===== src/rtl/tst_axil_pkg.sv =====
// Shared types and constants for the test-control AXI4-Lite initiator.
package tst_axil_pkg;

    typedef enum logic [2:0] {
        StIdle,
        StWrReq,
        StWrResp,
        StRdReq,
        StRdData,
        StRsp
    } state_e;

    localparam logic [1:0] RESP_OKAY   = 2'b00;
    localparam logic [1:0] RESP_SLVERR = 2'b10;
    localparam logic [1:0] RESP_DECERR = 2'b11;

    // Test-control register map (test enable, iteration count)
    localparam logic [11:0] ADDR_ONOFF = 12'h20;
    localparam logic [11:0] ADDR_NITE  = 12'h24;

    // States in which the initiator waits on the slave and the timeout runs
    function automatic logic is_wait_state(state_e s);
        return (s == StWrReq) || (s == StWrResp) || (s == StRdReq) || (s == StRdData);
    endfunction

endpackage


===== src/rtl/tst_axil_tmo_cnt.sv =====
// Per-transaction wait counter; flags expiry on the last allowed wait cycle.
module tst_axil_tmo_cnt
    import tst_axil_pkg::*;
#(
    parameter int unsigned TIMEOUT_CYCLES = 1024
) (
    input  logic ACLK,
    input  logic ARESET,
    input  logic clear,
    input  logic enable,
    output logic expired
);

    localparam int unsigned CntW = (TIMEOUT_CYCLES > 1) ? $clog2(TIMEOUT_CYCLES) : 1;
    localparam logic [CntW-1:0] LastCnt = (TIMEOUT_CYCLES > 0) ? CntW'(TIMEOUT_CYCLES - 1) : '0;
    localparam logic TmoOn = (TIMEOUT_CYCLES != 0);

    logic [CntW-1:0] cnt_q, cnt_d;

    // Next count: clear wins, otherwise count up and saturate at the expiry value
    always_comb begin
        cnt_d = cnt_q;
        if (clear) begin
            cnt_d = '0;
        end else if (enable && TmoOn && (cnt_q != LastCnt)) begin
            cnt_d = cnt_q + 1'b1;
        end
    end

    // Count register with synchronous reset
    always_ff @(posedge ACLK) begin
        if (ARESET) begin
            cnt_q <= '0;
        end else begin
            cnt_q <= cnt_d;
        end
    end

    assign expired = TmoOn && enable && (cnt_q == LastCnt);

endmodule


===== src/rtl/tst_axil_master.sv =====
// AXI4-Lite initiator: one register command in, one AXI transaction, one response out.
module tst_axil_master
    import tst_axil_pkg::*;
#(
    parameter int unsigned C_M_AXI_ADDR_WIDTH = 12,
    parameter int unsigned C_M_AXI_DATA_WIDTH = 32,
    parameter int unsigned TIMEOUT_CYCLES     = 1024
) (
    input  logic                            ACLK,
    input  logic                            ARESET,
    input  logic                            cmd_valid,
    output logic                            cmd_ready,
    input  logic                            cmd_write,
    input  logic [C_M_AXI_ADDR_WIDTH-1:0]   cmd_addr,
    input  logic [C_M_AXI_DATA_WIDTH-1:0]   cmd_wdata,
    input  logic [C_M_AXI_DATA_WIDTH/8-1:0] cmd_wstrb,
    output logic                            rsp_valid,
    input  logic                            rsp_ready,
    output logic [C_M_AXI_DATA_WIDTH-1:0]   rsp_rdata,
    output logic [1:0]                      rsp_resp,
    output logic                            rsp_timeout,
    output logic [C_M_AXI_ADDR_WIDTH-1:0]   AWADDR,
    output logic                            AWVALID,
    input  logic                            AWREADY,
    output logic [C_M_AXI_DATA_WIDTH-1:0]   WDATA,
    output logic [C_M_AXI_DATA_WIDTH/8-1:0] WSTRB,
    output logic                            WVALID,
    input  logic                            WREADY,
    input  logic [1:0]                      BRESP,
    input  logic                            BVALID,
    output logic                            BREADY,
    output logic [C_M_AXI_ADDR_WIDTH-1:0]   ARADDR,
    output logic                            ARVALID,
    input  logic                            ARREADY,
    input  logic [C_M_AXI_DATA_WIDTH-1:0]   RDATA,
    input  logic [1:0]                      RRESP,
    input  logic                            RVALID,
    output logic                            RREADY
);

    localparam int unsigned StrbW = C_M_AXI_DATA_WIDTH / 8;

    state_e                          state_q, state_d;
    logic [C_M_AXI_ADDR_WIDTH-1:0]   addr_q, addr_d;
    logic [C_M_AXI_DATA_WIDTH-1:0]   wdata_q, wdata_d;
    logic [StrbW-1:0]                wstrb_q, wstrb_d;
    logic                            awvalid_q, awvalid_d;
    logic                            wvalid_q, wvalid_d;
    logic                            arvalid_q, arvalid_d;
    logic [C_M_AXI_DATA_WIDTH-1:0]   rdata_q, rdata_d;
    logic [1:0]                      resp_q, resp_d;
    logic                            tmo_q, tmo_d;

    logic cmd_hs;
    logic wait_done;
    logic expired;

    // cmd_ready is masked by reset so no command is taken while ARESET is high
    assign cmd_ready = (state_q == StIdle) && !ARESET;
    assign cmd_hs    = cmd_valid && cmd_ready;

    tst_axil_tmo_cnt #(
        .TIMEOUT_CYCLES (TIMEOUT_CYCLES)
    ) u_tmo_cnt (
        .ACLK    (ACLK),
        .ARESET  (ARESET),
        .clear   (cmd_hs),
        .enable  (is_wait_state(state_q)),
        .expired (expired)
    );

    // Next-state, channel VALIDs and response capture
    always_comb begin
        state_d   = state_q;
        addr_d    = addr_q;
        wdata_d   = wdata_q;
        wstrb_d   = wstrb_q;
        awvalid_d = awvalid_q;
        wvalid_d  = wvalid_q;
        arvalid_d = arvalid_q;
        rdata_d   = rdata_q;
        resp_d    = resp_q;
        tmo_d     = tmo_q;
        wait_done = 1'b0;

        unique case (state_q)
            StIdle: begin
                if (cmd_hs) begin
                    addr_d  = cmd_addr;
                    wdata_d = cmd_wdata;
                    wstrb_d = cmd_wstrb;
                    if (cmd_write) begin
                        awvalid_d = 1'b1;
                        wvalid_d  = 1'b1;
                        state_d   = StWrReq;
                    end else begin
                        arvalid_d = 1'b1;
                        state_d   = StRdReq;
                    end
                end
            end
            StWrReq: begin
                // AW and W retire independently, in any order
                if (awvalid_q && AWREADY) awvalid_d = 1'b0;
                if (wvalid_q && WREADY)   wvalid_d  = 1'b0;
                if (!awvalid_d && !wvalid_d) begin
                    wait_done = 1'b1;
                    state_d   = StWrResp;
                end
            end
            StWrResp: begin
                if (BVALID) begin
                    wait_done = 1'b1;
                    rdata_d   = '0;
                    resp_d    = BRESP;
                    tmo_d     = 1'b0;
                    state_d   = StRsp;
                end
            end
            StRdReq: begin
                if (ARREADY) begin
                    wait_done = 1'b1;
                    arvalid_d = 1'b0;
                    state_d   = StRdData;
                end
            end
            StRdData: begin
                if (RVALID) begin
                    wait_done = 1'b1;
                    rdata_d   = RDATA;
                    resp_d    = RRESP;
                    tmo_d     = 1'b0;
                    state_d   = StRsp;
                end
            end
            StRsp: begin
                if (rsp_ready) state_d = StIdle;
            end
            default: state_d = StIdle;
        endcase

        // Abort a hung transaction; a handshake on the expiry cycle takes priority
        if (expired && !wait_done) begin
            awvalid_d = 1'b0;
            wvalid_d  = 1'b0;
            arvalid_d = 1'b0;
            rdata_d   = '0;
            resp_d    = RESP_SLVERR;
            tmo_d     = 1'b1;
            state_d   = StRsp;
        end
    end

    // State and datapath registers with synchronous reset
    always_ff @(posedge ACLK) begin
        if (ARESET) begin
            state_q   <= StIdle;
            addr_q    <= '0;
            wdata_q   <= '0;
            wstrb_q   <= '0;
            awvalid_q <= 1'b0;
            wvalid_q  <= 1'b0;
            arvalid_q <= 1'b0;
            rdata_q   <= '0;
            resp_q    <= '0;
            tmo_q     <= 1'b0;
        end else begin
            state_q   <= state_d;
            addr_q    <= addr_d;
            wdata_q   <= wdata_d;
            wstrb_q   <= wstrb_d;
            awvalid_q <= awvalid_d;
            wvalid_q  <= wvalid_d;
            arvalid_q <= arvalid_d;
            rdata_q   <= rdata_d;
            resp_q    <= resp_d;
            tmo_q     <= tmo_d;
        end
    end

    assign AWADDR      = addr_q;
    assign AWVALID     = awvalid_q;
    assign WDATA       = wdata_q;
    assign WSTRB       = wstrb_q;
    assign WVALID      = wvalid_q;
    assign BREADY      = (state_q == StWrResp);
    assign ARADDR      = addr_q;
    assign ARVALID     = arvalid_q;
    assign RREADY      = (state_q == StRdData);
    assign rsp_valid   = (state_q == StRsp);
    assign rsp_rdata   = rdata_q;
    assign rsp_resp    = resp_q;
    assign rsp_timeout = tmo_q;

endmodule


===== config.mk =====
export PLATFORM = sky130hd
export DESIGN_NAME = tst_axil_master
export DESIGN_NICKNAME = d
export VERILOG_FILES = /design/src/rtl/tst_axil_pkg.sv /design/src/rtl/tst_axil_tmo_cnt.sv /design/src/rtl/tst_axil_master.sv
export SDC_FILE = /design/constraint.sdc
export NUM_CORES = 1
export LEC_CHECK = 0
export BUFFER_PORTS_ARGS = -buffer_cell sky130_fd_sc_hd__buf_2
export CAP_MARGIN = 40
export CORE_UTILIZATION = 42
export DETAILED_ROUTE_END_ITERATION = 16
export PLACE_DENSITY = 0.76
export SETUP_SLACK_MARGIN = 0.3
export SYNTH_ARGS = -nofsm -noshare
export SYNTH_HDL_FRONTEND = slang
export SYNTH_SLANG_ARGS = --single-unit

===== constraint.sdc =====
create_clock -name ACLK -period 1.8 [get_ports ACLK]
set_input_delay 0.18 -clock ACLK [delete_from_list [all_inputs] [get_ports ACLK]]
set_output_delay 0.18 -clock ACLK [all_outputs]
set_load 0.01 [all_outputs]

==> results of run 1 <==
[per-layer routing]
metal | vias to the layer above | GRT usage
met4 | 0 | 0.0970
met2 | 287 | 0.436
met1 | 2285 | 0.275
met3 | 48 | 0.0649
met5 | - | 0
li1 | 2208 | -
[flip-flops by register name, indices dropped and copies added (netlist names)]
register	count
ARVALID	1
rsp_rdata	32
u_tmo_cnt.cnt_q	10
ARADDR	12
WDATA	32
rsp_resp	2
state_q	3
rsp_timeout	1
AWVALID	1
WVALID	1
WSTRB	4
[cell usage after synthesis (6+ instances only)]
master	number
nand2_1	139
dfxtp_1	99
nand3b_1	51
a21oi_1	38
nand3_1	35
nor2_1	24
clkbuf_1	21
buf_4	15
buf_2	9
xnor2_1	9
inv_1	6
nor4_1	6
[worst max-delay path, delay by kind of cell (launching register included)]
kind,cells,cell delay [ps]
compound gates,2,290
flops,1,390
simple gates,2,710
buf+inv,2,290
[repair_timing]
action                                 in CTS  in global routing
gates cloned                                1                 15
endpoints found under the hold margin      36                  0
setup endpoints to repair                 101                101
pin swaps                                  10                 90
setup buffers                              11                 19
hold buffers                               36                  0
resized for setup                          31                156
[area by class of cell]
cell class	count	area, sq um
Clock buffer	10	128
Clock inverter	6	48.8
Fill cell	598	2340
Inverter	6	26.3
Multi-Input combinational cell	354	2550
Sequential cell	99	2000
Tap cell	129	161
Timing Repair Buffer	294	2160
[worst max path at each step]
stage                  startpoint            to  cells after the start
4_1_cts        u_tmo_cnt.cnt_q[0]    state_q[2]                      5
3_3_place_gp           state_q[2]    state_q[0]                      6
3_5_place_dp           state_q[0]   rsp_resp[0]                      6
2_1_floorplan          state_q[0]  rsp_rdata[0]                      8
6_report               state_q[2]    state_q[1]                      6
5_1_grt        u_tmo_cnt.cnt_q[0]    state_q[1]                      7
[through the flow]
stage	util	hold slack, ps
after floorplan	-	279
after global placement	0.561	362
after detailed placement	0.561	366
after CTS	0.642	0.138
after global routing	0.751	11.6
final	0.751	23.2
[placed cells by master (no fill, tap or decap), types with 4 or more instances in the layout]
cell           synthesis  routed
buf_8                  0       4
buf_4                 15      31
nand3b_1              51      51
dfxtp_4                0       4
nand2_1              139      69
nor4_2                 0       4
xnor2_1                9       7
buf_12                 0       9
nor2_1                24      19
nand2_2                0      37
clkbuf_16              0      10
a21oi_1               38      13
buf_2                  9     195
nand3_1               35      34
a21oi_2                1      24
dfxtp_1               99      94
buf_6                  5       9
dlygate4sd3_1          0      36
inv_1                  6       5
nand2_4                0      33
clkbuf_8               0       9
[power by group through the flow]
stage,Combinational [mW],Clock [mW],Sequential [mW]
2_1_floorplan,1.27,0,2.87
3_3_place_gp,2.08,0,2.76
3_5_place_dp,2.13,0,2.78
4_1_cts,2.53,1.34,2.75
5_1_grt,3.79,1.44,2.81
6_report,3.59,1.33,2.78
[cells by family after synthesis]
group                    share of synthesized area
AO/OA/AOI/OAI                               0.0858
buffers and inverters                       0.0759
AND/OR/NAND/NOR                              0.328
multiplexers                               0.00723
XOR/XNOR                                    0.0232
adder cells (fa/ha/maj)                    0.00301
flip-flops                                   0.477
==> results_dict.tcl, run 1 <==
set metrics [dict create \
    cts_buffers 9 \
    setup_ws_ps 57.1 \
    tightest_slew_ps 406 \
    cts-htree-levels 3 \
    drt_iter0_markers 199 \
    wl_per_cell_um 17.7 \
    clock-sinks 99 \
    yosysTopAreaCellShare 0.477 \
    die-area_sq_um 10300 \
    yosysTopAreaCell "dfxtp_1" \
    finalMaxSlewViolations 0 \
    highest_layer "met4" \
    synth-seq-cells 99 \
    setup_viol 0 \
    via_per_inst 5.38 \
    routabilityCongestion 0.863 \
    dr.pass1.iters 5 \
    crit_slowest_cell "or4_1" \
    overflow 0 \
    synth.distinct_cells 41 \
    cts-root-buf "clkbuf_8" \
    grt_max_degree 50 \
    timing.fmax_mhz 574 \
    crit_type "reg2reg" \
    grt_usage 0.244 \
    pwr-share-clk 0.173 \
    skew_ps 20.6 \
    end_kind "register" \
    grt_setup_unrepaired "yes" \
    placed_area_sq_um 5290 \
    wl_met1_um 5790 \
    slew_headroom 0.729 \
    p_sw_frac 0.383 \
    drc_errors 0 \
    dp_hpwl_um 7990 \
    syn_area_per_cell_sq_um 8.18 \
    top_level_ports 196 \
    met3_length_um 1270 \
    io_buffer_count 195 \
    yosys_warnings 0 \
    cp.arrival_ps 2030 \
    synth_edf_count 0 \
    instances_no_fill 898 \
    hp-class "in2reg" \
    cp_max_fo 6 \
    tns_ps 0 \
    syn-num-nets 603 \
    final_hold_viol_count 0 \
    fp.dieH_um 101 \
    status "finished clean" \
    synth_area_leaders "dfxtp_1 48%, nand2_1 13%, nand3b_1 9.2%" \
    clk_latency_ps 370 \
    path_clk_slew_ps 110 \
    power_density_nw_per_um2 1090 \
    synth_flop_cell "dfxtp_1" \
    die_x_um 101 \
    synth-async-reset-ratio 0 \
    r2r_end "state_q[1]" \
    cts_tree "yes" \
    syn_area_sq_um 4150 \
    initial_core_util 0.441 \
    syn_inst 508 \
    final_nets 859 \
    wirelength_um 15900 \
    ir_drop_v 0.000665 \
    row_count 35 \
    r2r_slack_ps 60 \
    ant_nets 0 \
    path_cells "buf_6 > clkinvlp_4 > nand3_2 > o22ai_2 > or4_1 > a21oi_2" \
    max_stage_delay_ps 590 \
    grt_pass1_vias 4211 \
    synthToLayoutAreaGrowth_pct 70.2 \
    core_area_sq_um 9420 \
    diodes 0 \
    holdPathEnd "WDATA[1]" \
    critPathLaunchType "register" \
    cap_violations 0 \
    combPwrFrac 0.466 \
    yosysSeqAreaShare 0.477 \
    seq_power_share 0.361 \
    post-place-ws_ps 25.2 \
    p_total_mw 7.69 \
    p_switching_mw 2.95 \
    design_area_sq_um 7070 \
    finalCritPeriodShare 0.968 \
    worstHoldPathCells 3 \
    clockBufferDepth 2 \
    drive_gt1_frac 0.532 \
    place_inst 800 \
    intPower_mw 4.75 \
    post-route-min-period_ps 1740 \
    dr_wl_met2_um 8320 \
    crit_required_ps 2090 \
    power_leakage_nw 3.39 \
    antenna_found_initial 0 \
    grt_first_pass_wirelength_um 19700 \
    reg2reg_depth 6 \
    worstHoldStart "cmd_wdata[1]" \
    rr_startpoint "state_q[2]" \
    routed-via-count 4828 \
]
Power figures use the tool's default switching activity.
==> run 2: changes to the inputs <==
CORE_ASPECT_RATIO = 1.4   (was unset)
==> run 2 against run 1 <==
The flow now finishes with violations (setup timing). Cell count is 2.7% lower. Non-clock buffer count is 28 lower. Largest power group unchanged. Critical endpoint is now rsp_rdata[25]. Global-route usage is 0.86 points higher.
==> results_dict.tcl, run 2 (synthesized netlist as in run 1, its figures left out) <==
set metrics [dict create \
    postCtsHoldBufs 0 \
    slew_headroom 0.697 \
    worstSetupStartpoint "state_q[0]" \
    core_area_sq_um 9510 \
    critPathLaunchType "register" \
    tns_ps -11.1 \
    routed-via-count 4624 \
    cts-htree-levels 3 \
    critPathCapture "rsp_rdata[25]" \
    cts_tree "yes" \
    path_buf_inv 2 \
    ir_drop_v 0.000796 \
    crit_required_ps 2070 \
    hp-class "in2reg" \
    cp_top_family "simple AND/OR/NAND/NOR gates" \
    cp.arrival_ps 2080 \
    reg2reg_depth 7 \
    clk_latency_ps 340 \
    clock-sinks 99 \
    grt_max_degree 54 \
    initial_core_util 0.437 \
    tightest_slew_ps 455 \
    overflow 0 \
    ant_nets 0 \
    finalCritPeriodShare 1.00 \
    io_buffer_count 195 \
    setup_ws_ps -5.54 \
    dp_hpwl_um 8090 \
    die_x_um 86.1 \
    end_kind "register" \
    via_per_inst 5.29 \
    hold_ws_ps 25.4 \
    final_nets 832 \
    instances_no_fill 874 \
    clockBufferDepth 2 \
    drc_errors 0 \
    cts-root-buf "clkbuf_16" \
    die-area_sq_um 10300 \
    row_count 42 \
    synthToLayoutAreaGrowth_pct 70.6 \
    wirelength_um 15700 \
    fp.dieH_um 120 \
    finalMaxSlewViolations 0 \
    post-route-min-period_ps 1810 \
    dr.pass1.iters 4 \
    path_clk_slew_ps 70 \
    violations "setup timing" \
    layout_commonest_cell "buf_2" \
    power_density_nw_per_um2 1230 \
    drive_gt1_frac 0.547 \
    cts_buffers 9 \
    rr_startpoint "state_q[0]" \
    drt_iter0_markers 183 \
    grt_pass1_vias 4291 \
    skew_ps 10.7 \
    worst-path-stages 7 \
    timing.fmax_mhz 554 \
    antenna_found_initial 0 \
    p_total_mw 8.70 \
    cap_violations 0 \
    crit_type "reg2reg" \
    place_inst 805 \
    wl_per_cell_um 18.0 \
    diodes 0 \
    mostFrequentLayoutCells "194 x buf_2, 98 x nand2_1, 91 x dfxtp_1" \
    setup_viol 3 \
    grt_usage 0.252 \
    r2r_end "rsp_rdata[25]" \
    grt_first_pass_wirelength_um 20500 \
    r2r_slack_ps -6 \
    path_cells "or3b_4 > nor3_4 > nor3_4 > a21o_4 > buf_6 > buf_12 > a21oi_1" \
    status "finished with violations" \
    cp_max_fo 7 \
    power_leakage_nw 3.29 \
    cpMostUsedCell "nor3_4" \
    max_stage_delay_ps 410 \
    grt_setup_unrepaired "yes" \
    routabilityCongestion 0.920 \
    top_level_ports 196 \
    final_hold_viol_count 0 \
    crit_slowest_cell "or3b_4" \
]
run 2: worst min-delay path by stage:
| stage | from | endpoint | slack, ps | cells after the start |
|---|---|---|---|---|
| final | cmd_wdata[14] | WDATA[14] | 30 | 3 |
| after global routing | cmd_addr[10] | ARADDR[10] | 30 | 3 |
| after global placement | cmd_addr[4] | ARADDR[4] | 360 | 3 |
| after detailed placement | cmd_wdata[17] | WDATA[17] | 370 | 3 |
| after CTS | cmd_wdata[14] | WDATA[14] | 10 | 3 |
| after floorplan | cmd_addr[0] | ARADDR[0] | 280 | 2 |
run 2: worst reg2reg max path, delay by kind of cell (launching register included):
family,cells,cell delay [ps]
compound gates,2,370
buf+inv,2,270
flops,1,390
simple gates,3,700
run 2: area by class of cell:
class / count / area, sq um
inverters: 6 / 26.3
repair buffers: 266 / 2070
multi-input cells: 355 / 2500
flip-flops and latches: 99 / 2000
well taps: 132 / 165
clock buffers: 11 / 253
clock inverters: 5 / 67.6
fillers: 624 / 2420
run 2: through the flow:
step	worst slack, ps	utilization	instance area [sq um]
after floorplan	133	-	4270
after global placement	27.5	0.558	5310
after detailed placement	-17.3	0.558	5310
after CTS	52.7	0.657	6250
after global routing	-34.1	0.745	7090
final	-5.54	0.745	7090
run 2: report_power, final:
group	internal, mW	total (mW)	switching, mW
combinational	1.93	3.89	1.96
clock	1.17	2.05	0.874
sequential	2.53	2.76	0.238
run 2: metal layers:
| layer | global-route usage | part of all wire | routed length (um) | up-vias |
|---|---|---|---|---|
| met5 | 0 | 0 | 0 | - |
| met4 | 0.101 | 0.035 | 544 | 0 |
| met3 | 0.0640 | 0.067 | 1050 | 34 |
| met2 | 0.456 | 0.54 | 8430 | 243 |
| met1 | 0.276 | 0.36 | 5690 | 2189 |
| li1 | - | - | - | 2158 |
run 2: repair_timing:
| item | 4_1_cts | 5_1_grt |
|---|---|---|
| pin swaps | 33 | 54 |
| gates resized for setup | 64 | 110 |
| buffers inserted | 19 | 12 |
| setup endpoints to repair | 102 | 102 |
| cloned | 9 | 13 |
